--- src/rtl/alu_pkg.sv ---
// Shared constants and types for the handshaked ALU responder.
// The func encoding matches the existing 8-bit combinational ALU so command
// sequencers can target either unit without translation.
package alu_pkg;

  localparam int ALU_WIDTH = 8;

  localparam logic [2:0] FUNC_ADD = 3'd0;
  localparam logic [2:0] FUNC_SUB = 3'd1;
  localparam logic [2:0] FUNC_AND = 3'd2;
  localparam logic [2:0] FUNC_OR  = 3'd3;
  localparam logic [2:0] FUNC_XOR = 3'd4;
  localparam logic [2:0] FUNC_NOT = 3'd5;
  localparam logic [2:0] FUNC_SHL = 3'd6;
  localparam logic [2:0] FUNC_SHR = 3'd7;

  // IDLE accepts, SHIFT iterates one bit per cycle, RESP holds the result
  typedef enum logic [1:0] {
    IDLE  = 2'd0,
    SHIFT = 2'd1,
    RESP  = 2'd2
  } alu_state_e;

  // Shifts are the only operations that leave through the iterative path
  function automatic logic isShiftFunc(input logic [2:0] func);
    return (func == FUNC_SHL) || (func == FUNC_SHR);
  endfunction

endpackage

--- src/rtl/alu_comb_core.sv ---
// Single-cycle part of the ALU: add, subtract and the bitwise operations.
// Pure combinational logic; the responder registers its outputs at accept.
// Shift codes produce zero here because the responder never uses this result
// for them.
module alu_comb_core
  import alu_pkg::*;
#(
  parameter int WIDTH = ALU_WIDTH
) (
  input  logic [WIDTH-1:0] a_i,
  input  logic [WIDTH-1:0] b_i,
  input  logic [2:0]       func_i,
  output logic [WIDTH-1:0] result_o,
  output logic             flag_o
);

  logic [WIDTH:0] sumWide;

  // Extra top bit of the widened sum is the carry out of an ADD
  assign sumWide = {1'b0, a_i} + {1'b0, b_i};

  // Select the result and flag; flag is only meaningful for ADD and SUB
  always_comb begin
    result_o = '0;
    flag_o   = 1'b0;
    case (func_i)
      FUNC_ADD: begin
        result_o = sumWide[WIDTH-1:0];
        flag_o   = sumWide[WIDTH];
      end
      FUNC_SUB: begin
        result_o = a_i - b_i;
        flag_o   = (a_i < b_i);
      end
      FUNC_AND: result_o = a_i & b_i;
      FUNC_OR:  result_o = a_i | b_i;
      FUNC_XOR: result_o = a_i ^ b_i;
      FUNC_NOT: result_o = ~a_i;
      default: begin
        result_o = '0;
        flag_o   = 1'b0;
      end
    endcase
  end

endmodule

--- src/rtl/alu_responder.sv ---
// Handshaked, registered ALU execution unit.
// One request is taken over valid/ready, computed (immediately for func 0-5,
// one bit per cycle for shifts) and held on the response channel until the
// consumer takes it. The unit only accepts in IDLE, so a handoff and a new
// accept never share a cycle.
module alu_responder
  import alu_pkg::*;
#(
  parameter int WIDTH = ALU_WIDTH,
  parameter int SHW   = $clog2(WIDTH)
) (
  input  logic             clk,
  input  logic             rst_n,
  input  logic             req_valid,
  output logic             req_ready,
  input  logic [WIDTH-1:0] req_a,
  input  logic [WIDTH-1:0] req_b,
  input  logic [2:0]       req_func,
  output logic             rsp_valid,
  input  logic             rsp_ready,
  output logic [WIDTH-1:0] rsp_result,
  output logic             rsp_flag
);

  alu_state_e       state_q;
  logic [WIDTH-1:0] acc_q;
  logic             flag_q;
  logic [SHW-1:0]   shiftCnt_q;
  logic             shiftLeft_q;

  logic [WIDTH-1:0] opA;
  logic [WIDTH-1:0] opB;
  logic [2:0]       opFunc;
  logic [SHW-1:0]   shiftAmt;
  logic [WIDTH-1:0] coreResult;
  logic             coreFlag;
  logic [WIDTH-1:0] acc_d;
  logic             flag_d;

  // Request fields are forced to zero while no request is present so that
  // undriven inputs from an idle sender never reach the datapath.
  assign opA      = req_valid ? req_a    : '0;
  assign opB      = req_valid ? req_b    : '0;
  assign opFunc   = req_valid ? req_func : '0;
  assign shiftAmt = opB[SHW-1:0];

  alu_comb_core #(
    .WIDTH(WIDTH)
  ) u_core (
    .a_i     (opA),
    .b_i     (opB),
    .func_i  (opFunc),
    .result_o(coreResult),
    .flag_o  (coreFlag)
  );

  // One-bit shift step of the accumulator; the bit that falls off becomes the flag
  always_comb begin
    acc_d  = acc_q;
    flag_d = flag_q;
    if (shiftLeft_q) begin
      acc_d  = {acc_q[WIDTH-2:0], 1'b0};
      flag_d = acc_q[WIDTH-1];
    end else begin
      acc_d  = {1'b0, acc_q[WIDTH-1:1]};
      flag_d = acc_q[0];
    end
  end

  // Control FSM and result registers; reset aborts any operation in flight
  always_ff @(posedge clk) begin
    if (!rst_n) begin
      state_q     <= IDLE;
      acc_q       <= '0;
      flag_q      <= 1'b0;
      shiftCnt_q  <= '0;
      shiftLeft_q <= 1'b0;
    end else begin
      case (state_q)
        IDLE: begin
          if (req_valid) begin
            if (isShiftFunc(opFunc)) begin
              acc_q       <= opA;
              flag_q      <= 1'b0;
              shiftLeft_q <= (opFunc == FUNC_SHL);
              shiftCnt_q  <= shiftAmt;
              if (shiftAmt == '0) begin
                state_q <= RESP;
              end else begin
                state_q <= SHIFT;
              end
            end else begin
              acc_q   <= coreResult;
              flag_q  <= coreFlag;
              state_q <= RESP;
            end
          end
        end
        SHIFT: begin
          acc_q      <= acc_d;
          flag_q     <= flag_d;
          shiftCnt_q <= shiftCnt_q - SHW'(1);
          if (shiftCnt_q == SHW'(1)) begin
            state_q <= RESP;
          end
        end
        RESP: begin
          if (rsp_ready) begin
            state_q <= IDLE;
          end
        end
        default: begin
          state_q <= IDLE;
        end
      endcase
    end
  end

  assign req_ready  = (state_q == IDLE);
  assign rsp_valid  = (state_q == RESP);
  assign rsp_result = acc_q;
  assign rsp_flag   = flag_q;

endmodule

--- config.mk ---
export PLATFORM = sky130hd
export DESIGN_NAME = alu_responder
export DESIGN_NICKNAME = d
export VERILOG_FILES = /design/src/rtl/alu_pkg.sv /design/src/rtl/alu_comb_core.sv /design/src/rtl/alu_responder.sv
export SDC_FILE = /design/constraint.sdc
export NUM_CORES = 1
export LEC_CHECK = 0
export ABC_AREA = 1
export CORE_MARGIN = 1
export CORE_UTILIZATION = 25
export CTS_CLUSTER_SIZE = 10
export DETAILED_ROUTE_END_ITERATION = 10
export PLACE_DENSITY = 0.55
export SLEW_MARGIN = 20
export SYNTH_ARGS = -nofsm -noshare
export SYNTH_HDL_FRONTEND = slang
export SYNTH_SLANG_ARGS = --single-unit
--- constraint.sdc ---
create_clock -name clk -period 2.5 [get_ports clk]
set_input_delay 0.75 -clock clk [delete_from_list [all_inputs] [get_ports clk]]
set_output_delay 0.75 -clock clk [all_outputs]
set_load 0.005 [all_outputs]
==> reports/qor.csv <==
stage,metric,value,unit
global_route,grt_pass1_wl,12500,microns
worst_setup_path,critical-path-top-delay-family,simple AND/OR/NAND/NOR gates,
final_layout,insertedDiodeCount,0,
drt,num_vias,2739,
clocking,cts_max_level,1,
drt,drc,0,
drt,wire_per_inst,13.9,microns
sta,finalCritPeriodShare,96.8,%
sta,rsz0062_at_grt,true,
sta,tightest_slew,0.526,ns
drt,ant_nets,0,
sta,final-setup-viol-count,0,
placed_design,hpwl,6280,microns
drt,drt_first_pass_iters,5,
job,cap_violations,0,
sta,fin_crit,2.42,ns
clocking,postCtsHoldBufs,0,
floorplanning,coreArea,8340,sq um
sta,relSlewSlack,64.8,%
clocking,cts_root_buf,clkbuf_8,
clocking,clock_latency,0.24,ns
synth,synth_nets,412,
worst_setup_path,critPathSlowestCell,clkdlybuf4s50_1,
sta,hold_viol_final,0,
floorplanning,rows,33,
floorplanning,dieArea,9090,sq um
global_route,grt-ovfl-total,0,
synth,ys_seq_elements,15,
pwr,p_per_area,326,nW/um^2
placed_design,io_buffers,33,
clocking,path_clk_slew,0.06,ns
worst_setup_path,worstSetupPathType,in2reg,
final_layout,fin_area,3370,sq um
global_route,grt_antenna_before_repair,0,
global_route,grt_use_total,17.7,%
worst_setup_path,cp-start-kind,input pin,
clocking,numCtsBuffers,3,
sta,clock.fmax,413,MHz
worst_setup_path,endpoint_kind,flip-flop,
pwr,ir_drop,0.198,mV
global_route,grt_max_degree,13,
clocking,cts_tree,done,
synth,syn_area,2180,sq um
synth,ys_types,34,
floorplanning,die_h,95.3,microns
placed_design,dpl-instance-area,3110,sq um
final_layout,nets,515,
pwr,leakage,1.71,nW
final_layout,layout_commonest_cell,buf_4,
pwr,power.total,0.00110,W
worst_setup_path,crit_path_frequent_cell,nand2_1,
drt,drtIter0Drc,220,
synth,synth.avg_cell_area,6.05,sq um
synth,ys_seq_area_share,13.8,%
drt,wl,7890,microns
clocking,clockBufferDepth,2,
final_layout,fill_cells,887,
floorplanning,ioPinCount,34,
hold_path,worstHoldPathType,reg2reg,
worst_setup_path,slowest_delay,0.48,ns
synth,synth_area_leaders,"ha_1, dfxtp_1, nand2_1",
worst_setup_path,cp_cell_sequence,clkdlybuf4s50_1 -> nand2_2 -> ha_4 -> buf_4 -> nor2_2 -> nand4_1 -> nand2_1 -> nand2_1 -> nand3_1 -> nand3_2 -> nand2_1 -> a21oi_1,
clocking,clkSinkCount,15,
final_layout,layout-drive-gt1-share,30.1,%
final_layout,layout.cells.most_common_list,"buf_4, nand2_1, inv_1",
final_layout,areaGrowthSynthToFinish,54.6,%
global_route,grt_pass1_vias,2688,
sta,maxSlewViolCount,0,
floorplanning,die-width,95.3,microns
worst_setup_path,worstPathArrival,2.55,ns
synth,yosys_warnings,0,
drt,avgViaCountPerCell,4.83,
synth,netlist_instances,360,
synth,yosys.area.top_type_share,16.7,%
worst_setup_path,path_max_fanout,5,
worst_setup_path,critPathBufInv,2,
synth,synth.largest_area_cell,ha_1,
worst_setup_path,critPathRequiredTime,2.63,ns
placed_design,gp_congestion,0.929,
floorplanning,initial_core_util,26.1,%
sta,clock_skew,0.00365,ns
sta,hold-worst-slack,0.496,ns
status,outcome,finished clean,
synthesized netlist by cell type:
cell,instances
nor2_4,3
nand4_1,4
nor3_1,3
nor2_1,35
nand3_1,32
nand3b_1,1
o31ai_1,1
or2_2,1
clkbuf_2,1
nand3_2,1
dfxtp_1,15
and2_1,1
nor2_2,4
o21ai_0,21
xor2_1,1
buf_2,4
clkbuf_1,1
nand2_2,5
o21ai_1,5
nand2_1,80
inv_2,5
o22ai_1,5
nand2_4,2
o221a_1,1
a221oi_1,8
ha_1,29
buf_6,3
inv_1,51
a21oi_1,30
a31oi_1,2
a21oi_4,1
o211ai_1,1
o21a_1,1
a211oi_1,2
routing by layer:
layer,share of wire (%),GRT usage [%]
met5,0,0
met2,47,29.5
met3,4.2,2.55
met1,47,24.0
met4,2.0,4.17
power breakdown:
part           total (W)  internal (W)  switching (W)
combinational   0.000606      0.000299       0.000307
clock           0.000194      0.000113      0.0000814
sequential      0.000298      0.000269      0.0000294
total            0.00110      0.000680       0.000418
flip-flops by register name, summed over array words and instances (netlist names):
register / count
rsp_flag: 1
shiftCnt_q: 3
rsp_result: 8
state_q: 2
shiftLeft_q: 1
cells by family (layout without fill, tap and decap cells):
family / after synthesis / in the layout / share of synthesized area (%)
and+or+nand+nor: 172 / 172 / 35.6
AOI/OAI and AO/OA: 78 / 78 / 21.1
buffers and inverters: 65 / 167 / 12.5
adders and majority gates: 29 / 29 / 16.7
DFF: 15 / 15 / 13.8
xor gates and xnor gates: 1 / 1 / 0.402
cell type report:
class | instances | area (sq um) | area share (%)
multi-input combinational | 280 | 1750 | 52.0
timing repair buffer | 107 | 928 | 27.6
sequential | 15 | 300 | 8.92
inverter | 56 | 210 | 6.24
tap | 105 | 131 | 3.90
clock buffer | 4 | 45.0 | 1.34
worst reg2reg max path, cell delays in order, from the launching register on:
cell and delay [ns]:
dfxtp_1 0.47, inv_1 0.13, nand2_2 0.17, inv_1 0.21, nand3_1 0.12, o21ai_1 0.06, a221oi_1 0.28
per-stage QoR:
stage	setup slack, ns	cells	util [%]	TNS (ns)
floorplan	0.0453	360	-	0
global placement	-0.458	558	37.3	-3.19
detailed placement	-0.492	558	37.3	-3.52
CTS	0.000725	564	38.8	0
global route	-0.0419	567	40.4	-0.101
finish	0.0799	567	40.4	0
timing repair:
| item | CTS | global route |
|---|---|---|
| setup buffers | 1 | 3 |
| resized for setup | 13 | 40 |
| pin swaps | 0 | 11 |
| setup endpoints to repair | 7 | 7 |
| cloned | 1 | 0 |
path summary, 6_finish.rpt:
path	from	end	slack, ns	cells past startpoint
worst max-delay path	req_b[3]	rsp_result[5]$_SDFFE_PN0P_	0.08	12
worst min-delay path	shiftCnt_q[2]$_SDFFE_PN0P_	shiftCnt_q[2]$_SDFFE_PN0P_	0.50	2
worst max register to register	state_q[1]$_SDFFE_PN0P_	shiftCnt_q[2]$_SDFFE_PN0P_	0.97	6
worst min register to register	shiftCnt_q[2]$_SDFFE_PN0P_	shiftCnt_q[2]$_SDFFE_PN0P_	0.50	2
Note: power is estimated with default switching activity, not from simulation.
